File: src/rtl/pipeline_hazard_controller.sv
// Central stall/flush sequencer for the 5-stage pipeline, with halt drain
// and saturating stall/flush performance counters.
module pipeline_hazard_controller #(
  parameter int CNT_W     = 32,
  parameter int DRAIN_CYC = 3
) (
  input  logic             CLK,
  input  logic             nRST,
  input  logic             ihit,
  input  logic             dhit,
  input  logic             mem_dREN,
  input  logic             mem_dWEN,
  input  logic             ex_dREN,
  input  logic [4:0]       ex_wsel,
  input  logic [4:0]       de_rs,
  input  logic [4:0]       de_rt,
  input  logic             de_uses_rt,
  input  logic             de_jump,
  input  logic             de_halt,
  input  logic             ex_branch_taken,
  output logic             pc_en,
  output logic             fd_en,
  output logic             de_en,
  output logic             em_en,
  output logic             mw_en,
  output logic             fd_flush,
  output logic             de_flush,
  output logic             em_flush,
  output logic             mw_flush,
  output logic             halt_out,
  output logic [CNT_W-1:0] stall_cnt,
  output logic [CNT_W-1:0] flush_cnt
);

  localparam int DW = (DRAIN_CYC > 1) ? $clog2(DRAIN_CYC) : 1;
  localparam logic [DW-1:0] DRAIN_LOAD = DW'(DRAIN_CYC - 1);

  localparam logic [1:0] RUN    = 2'd0;
  localparam logic [1:0] DRAIN  = 2'd1;
  localparam logic [1:0] HALTED = 2'd2;

  logic [1:0]    state, next_state;
  logic [DW-1:0] drain_cnt, next_drain;
  logic          dwait, load_use, ctl_flush;

  assign dwait    = (mem_dREN | mem_dWEN) & ~dhit;
  assign load_use = ex_dREN & (ex_wsel != 5'd0) &
                    ((ex_wsel == de_rs) | (de_uses_rt & (ex_wsel == de_rt)));

  always_comb begin
    pc_en      = 1'b1;
    fd_en      = 1'b1;
    de_en      = 1'b1;
    em_en      = 1'b1;
    mw_en      = 1'b1;
    fd_flush   = 1'b0;
    de_flush   = 1'b0;
    em_flush   = 1'b0;
    mw_flush   = 1'b0;
    ctl_flush  = 1'b0;
    next_state = state;
    next_drain = drain_cnt;

    case (state)
      RUN: begin
        if (dwait) begin
          pc_en    = 1'b0;
          fd_en    = 1'b0;
          de_en    = 1'b0;
          em_en    = 1'b0;
          mw_flush = 1'b1;
        end else if (ex_branch_taken) begin
          fd_flush  = 1'b1;
          de_flush  = 1'b1;
          ctl_flush = 1'b1;
        end else if (load_use) begin
          pc_en    = 1'b0;
          fd_en    = 1'b0;
          de_flush = 1'b1;
        end else if (de_jump) begin
          fd_flush  = 1'b1;
          ctl_flush = 1'b1;
        end else if (!ihit) begin
          pc_en    = 1'b0;
          fd_flush = 1'b1;
        end
        // The halt only counts once it actually moves into execute.
        if (de_halt && !dwait && !ex_branch_taken && !load_use) begin
          next_state = DRAIN;
          next_drain = DRAIN_LOAD;
        end
      end
      DRAIN: begin
        pc_en    = 1'b0;
        fd_flush = 1'b1;
        if (dwait) begin
          fd_en    = 1'b0;
          de_en    = 1'b0;
          em_en    = 1'b0;
          mw_flush = 1'b1;
        end else if (drain_cnt == '0) begin
          next_state = HALTED;
        end else begin
          next_drain = drain_cnt - DW'(1);
        end
      end
      default: begin
        pc_en = 1'b0;
        fd_en = 1'b0;
        de_en = 1'b0;
        em_en = 1'b0;
        mw_en = 1'b0;
      end
    endcase

    if (!nRST) begin
      pc_en    = 1'b0;
      fd_en    = 1'b0;
      de_en    = 1'b0;
      em_en    = 1'b0;
      mw_en    = 1'b0;
      fd_flush = 1'b1;
      de_flush = 1'b1;
      em_flush = 1'b1;
      mw_flush = 1'b1;
    end
  end

  assign halt_out = nRST & (state == HALTED);

  always_ff @(posedge CLK) begin
    if (!nRST) begin
      state     <= RUN;
      drain_cnt <= '0;
      stall_cnt <= '0;
      flush_cnt <= '0;
    end else begin
      state     <= next_state;
      drain_cnt <= next_drain;
      if ((state != HALTED) && !pc_en && (stall_cnt != '1))
        stall_cnt <= stall_cnt + CNT_W'(1);
      if ((state == RUN) && ctl_flush && (flush_cnt != '1))
        flush_cnt <= flush_cnt + CNT_W'(1);
    end
  end

endmodule
File: config.mk
export PLATFORM = sky130hd
export DESIGN_NAME = pipeline_hazard_controller
export DESIGN_NICKNAME = d
export VERILOG_FILES = /design/src/rtl/pipeline_hazard_controller.sv
export SDC_FILE = /design/constraint.sdc
export NUM_CORES = 1
export LEC_CHECK = 0
export CORE_ASPECT_RATIO = 1.5
export CORE_MARGIN = 2
export CORE_UTILIZATION = 50
export CTS_BUF_LIST = sky130_fd_sc_hd__clkbuf_4 sky130_fd_sc_hd__clkbuf_8 sky130_fd_sc_hd__clkbuf_16
export DETAILED_ROUTE_END_ITERATION = 12
export GPL_TIMING_DRIVEN = 0
export PLACE_DENSITY = 0.82
export RECOVER_POWER = 25
export REMOVE_ABC_BUFFERS = 1
export SYNTH_ARGS = -nofsm -noshare
export SYNTH_HDL_FRONTEND = slang
export SYNTH_SLANG_ARGS = --single-unit
File: constraint.sdc
create_clock -name CLK -period 6.1 [get_ports CLK]
set_input_delay 1.525 -clock CLK [delete_from_list [all_inputs] [get_ports CLK]]
set_output_delay 1.525 -clock CLK [all_outputs]
set_load 0.03 [all_outputs]
# Yosys cells after proc, flatten, opt, wreduce, memory -nomap -nowiden

Index checks and enable logic that the tools add are counted.

Flip-flop bits (word level): 68
Input port bits: 26
Output and inout port bits: 74
Word-level logic and storage cells: 90

Add/subtract/negate cells: 3
Equality and inequality tests: 11
Multiplexer cells: 46
Bitwise operators: 8
Reduce and logical (&&, ||, !) cells: 18

Operators with widths:

| kind                  | count |
|---|---|
| $add 32x1->32 const B | 2 |
| $ne 32x32->1 const B  | 2 |
| $mux 1                | 36 |
| $mux 2                | 6 |
| $eq 5x5->1            | 2 |
| $ne 2x2->1 const B    | 5 |
| $pmux 2 s2            | 2 |
| $reduce_and 4->1      | 2 |
| $logic_and 1x1->1     | 7 |
| $and 1x1->1           | 5 |
| $reduce_bool 5->1     | 1 |
| $logic_not 1->1       | 4 |
| $logic_not 2->1       | 2 |
| $pmux 1 s2            | 2 |
| $eq 2x1->1 const B    | 1 |
| $eq 2x2->1 const B    | 1 |
| $or 1x1->1            | 2 |
| $reduce_bool 2->1     | 1 |
| $reduce_or 2->1       | 1 |
| $sub 2x1->2 const B   | 1 |
| $not 1->1             | 1 |

# Depth between registers and ports, before layout

Word-level depth: 12
Depth in mapped cells: 9
Gate-level depth less buffers: 6

# Worst setup path after synthesis

No wires, ideal clock.

Path type: input-to-output
Start: in ex_wsel[1]
End: out pc_en
Data arrival time: 3.279 ns
Data required time: 4.575 ns
Slack: 1.296 ns
Stages: 5
Buffers on the path: 0
Path through: or4_1 -> o21ai_1 -> nand2b_1 -> o21ai_0 -> a211oi_1

Word-level cells in the longest chain between the ends: 9
Elaborated cells between the ends (all ways): 12
Classes of those cells: 2 x eq/ne; 5 x mux; 4 x bitwise; 1 x reduce/logical

Ends and longest elaborated chain:

| item          | line | source |
|---|---|---|
| from (decl)   | 14   | `input logic [4:0] ex_wsel,` |
| $eq 5x5->1    | 48   | `((ex_wsel == de_rs) \| (de_uses_rt & (ex_wsel == de_rt)));` |
| $and 1x1->1   | 48   |  |
| $or 1x1->1    | 48   |  |
| $and 1x1->1 * | 47   | `assign load_use = ex_dREN & (ex_wsel != 5'd0) &` |
| $mux 1 *      | 76   | `end else if (load_use) begin` |
| $mux 1 *      | 72   | `end else if (ex_branch_taken) begin` |
| $mux 1 *      | 66   | `if (dwait) begin` |
| $mux 1 *      | 64   | `case (state)` |
| $mux 1 *      | 116  | `if (!nRST) begin` |
| to (decl)     | 21   | `output logic pc_en,` |

Every way passes the cells marked *; elsewhere a longest branch is shown, timed or not.

# Worst setup path in the final report

Start: in nRST
End: out halt_out

Word-level cells in the longest chain between the ends: 1

Ends and longest elaborated chain:

| item        | line | source |
|---|---|---|
| from (decl) | 8    | `input logic nRST,` |
| $and 1x1->1 | 129  | `assign halt_out = nRST & (state == HALTED);` |
| to (decl)   | 30   | `output logic halt_out,` |

No other way between the ends.

==> run summary <==
Longest Clk Path Bufs - 2
RR Endpoint - stall_cnt[29]
EDFF count, synth - 0
Final Max Tran Viols - 0
gpl congestion - 0.8093
period utilization - 92.01%
Syn Inst Count - 469
r2r setup slk - 3.39 ns
hold wc startpoint - flush_cnt[27]
Iteration-0 DRC Markers - 254
Syn. warnings - 0
CTS tree - done
filler instances - 631
Pleak - 1.616 nW
total CTS buffers - 9
die span in x - 74.89 µm
Non-Filler Instances - 655
Setup TNS - 0 ns
Internal Power - 675.5 µW
vias in the first global route - 3,642
Detail Route Antenna Nets - 0
Hold EP - flush_cnt[27]
drt wl/cell - 15.35 µm
kind of critical path - in2out
Min Hold Slack - 0.4847 ns
Flop pwr share - 49.3%
layout net count - 581
RSZ-0062 raised after global routing - no
via count - 3,965
GR Util All Layers - 25.38%
Worst setup SP type - primary input
global route overflow - 0
hold path depth - 2
FMAX - 178.2 MHz
Worst-Skew Late Latency - 0.34 ns
vias per cell - 6.053
Max rail drop VDD - 183.1 µV
largest net degree at the start of global routing - 56
Async S/R FF share, synth - 0%
status - finished, final reports clean
Die Area - 8262 µm²
Comb power frac - 13.9%
Psw - 254.0 µW
Place WS - -0.4815 ns
post-synthesis sequential area ratio - 36.12%
core area - 7274 µm²
Ant. Diodes - 0
IO buf count - 99
Arrival @ worst endpoint - 4.09 ns
most frequent cells in the layout - 68 x dfxtp_1, 63 x clkdlybuf4s50_1, 48 x a21oi_1
DR DRC count - 0
Die Span Y - 110.3 µm
clock sinks - 68
clock share of power - 36.8%
Synth Flop Type - dfxtp_1
register clock-pin slew on the reported worst setup and hold paths - 0.07 ns
hold crit path type - reg2reg
share of cells above drive strength 1 - 4.324%
Final min period - 5.613 ns
final wirelength - 10,050 µm
sw frac - 27.32%
largest fanout on the critical path - 55
worst r2r src - stall_cnt[3]
Setup-failing EPs final - 0
Final Skew - 0.005691 ns
I/O pins - 100
Critical Path RT - 4.58 ns
detailed placement HPWL - 7044 µm
Syn-to-layout area delta - 31.37%
postcts setup bufs - 0
Post-Syn Area - 3769 µm²
PD cells - 187.7 nW/µm²
Initial Utilization - 51.81%
Synth Area per Inst - 8.035 µm²
worst setup margin - 0.4871 ns
most common cell after layout, fill and taps aside - dfxtp_1
global-route wire length before repair - 16,520 µm
initial antenna violation count - 0
Pre-Repair DR Iteration Count - 5
Synth Register Bits - 68
CP endpoint kind - primary output
root buffer cell - clkbuf_8
max cap viols - 0
Post-Place Cells - 641
FP Rows - 38
Final Hold Viols - 0
Synth cell types - 49
H-tree lvl count - 3
Slew @ Worst Pin - 1.009 ns
R2R depth - 6
Rel. slew slack - 32.67%
-- routing by layer --
metal	vias up	GRT usage (%)	part of all wire, %
li1	1953	-	-
met1	1869	29.62	40
met2	126	44.24	53
met3	17	5.273	4.8
met4	0	10.33	1.9
met5	-	0	0
-- layout make-up --
| class | instances | area (µm²) | share of cell area, % |
|---|---|---|---|
| sequential | 68 | 1361 | 27.50 |
| multi-input combinational | 359 | 2230 | 45.03 |
| clock inverter | 2 | 10.01 | 0.2022 |
| timing repair buffer | 100 | 1007 | 20.34 |
| inverter | 14 | 52.55 | 1.061 |
| tap | 100 | 125.1 | 2.527 |
| clock buffer | 12 | 165.2 | 3.336 |
-- power by group through the flow --
stage	Clock, mW	Sequential [mW]	Combinational [mW]
after floorplan	0	0.475	0.0614
after global placement	0	0.468	0.123
after detailed placement	0	0.468	0.130
after CTS	0.350	0.458	0.130
after global routing	0.368	0.459	0.140
final	0.342	0.458	0.130
-- synthesized netlist by cell type (5+ instances only) --
cell type / number / area, µm²
nand2b_1: 14 / 87.58
nor3_1: 6 / 30.03
and4_1: 6 / 52.55
and3_1: 7 / 43.79
a21oi_1: 48 / 240.2
or3_1: 23 / 143.9
xnor2_1: 10 / 87.58
buf_2: 8 / 40.04
nor4_1: 9 / 56.30
nand2_1: 45 / 168.9
nand4_1: 18 / 112.6
nand3_1: 32 / 160.2
mux2i_1: 13 / 130.1
inv_1: 13 / 48.80
buf_4: 5 / 37.54
o31ai_1: 24 / 180.2
nor2_1: 12 / 45.04
o21ai_0: 24 / 120.1
or4_1: 24 / 180.2
dfxtp_1: 68 / 1361
clkbuf_1: 15 / 56.30
o211ai_1: 5 / 37.54
-- worst max-delay path, cell delays in order --
cell and delay [ns]:
clkdlybuf4s15_2 0.75, inv_2 0.65, nor3_1 0.41, clkdlybuf4s50_1 0.74
-- logic make-up (layout without fill, tap and decap cells) --
| kind of cell | count (synthesis) | in the layout | synth area share (%) |
|---|---|---|---|
| multiplexers | 13 | 13 | 3.453 |
| flip-flops | 68 | 68 | 36.12 |
| adder cells (fa/ha/maj) | 3 | 3 | 0.9961 |
| AND/OR/NAND/NOR | 210 | 210 | 32.01 |
| buffers and inverters | 42 | 128 | 4.947 |
| AO/OA/AOI/OAI | 122 | 122 | 19.92 |
| XOR/XNOR | 11 | 11 | 2.556 |
-- stage by stage --
stage / instance area [µm²] / power [mW] / util [%]
floorplan: 3635 / 0.5363 / -
global placement: 4751 / 0.5909 / 65.31
detailed placement: 4773 / 0.5981 / 65.62
CTS: 4950 / 0.9384 / 68.04
global route: 4951 / 0.9678 / 68.06
finish: 4951 / 0.9295 / 68.06
-- flip-flops by register name, summed over array words and instances, names as in the netlist --
register / count
state: 2
flush_cnt: 32
stall_cnt: 32
drain_cnt: 2
-- worst max-delay path by stage --
stage                     startpoint  endpoint  slack (ns)
after global placement          nRST  halt_out       -0.42
final                           nRST  halt_out        0.49
after floorplan           ex_wsel[1]     pc_en        1.30
after detailed placement        nRST  halt_out       -0.48
after global routing      ex_wsel[1]     pc_en        0.37
after CTS                 ex_wsel[1]     pc_en        0.51
-- repair_timing --
item / 4_1_cts / 5_1_grt
endpoints found under the setup margin: 3 / 0
resized for setup: 3 / 0
hold buffers: 0 / 0
(Power assumes the default switching activity.)
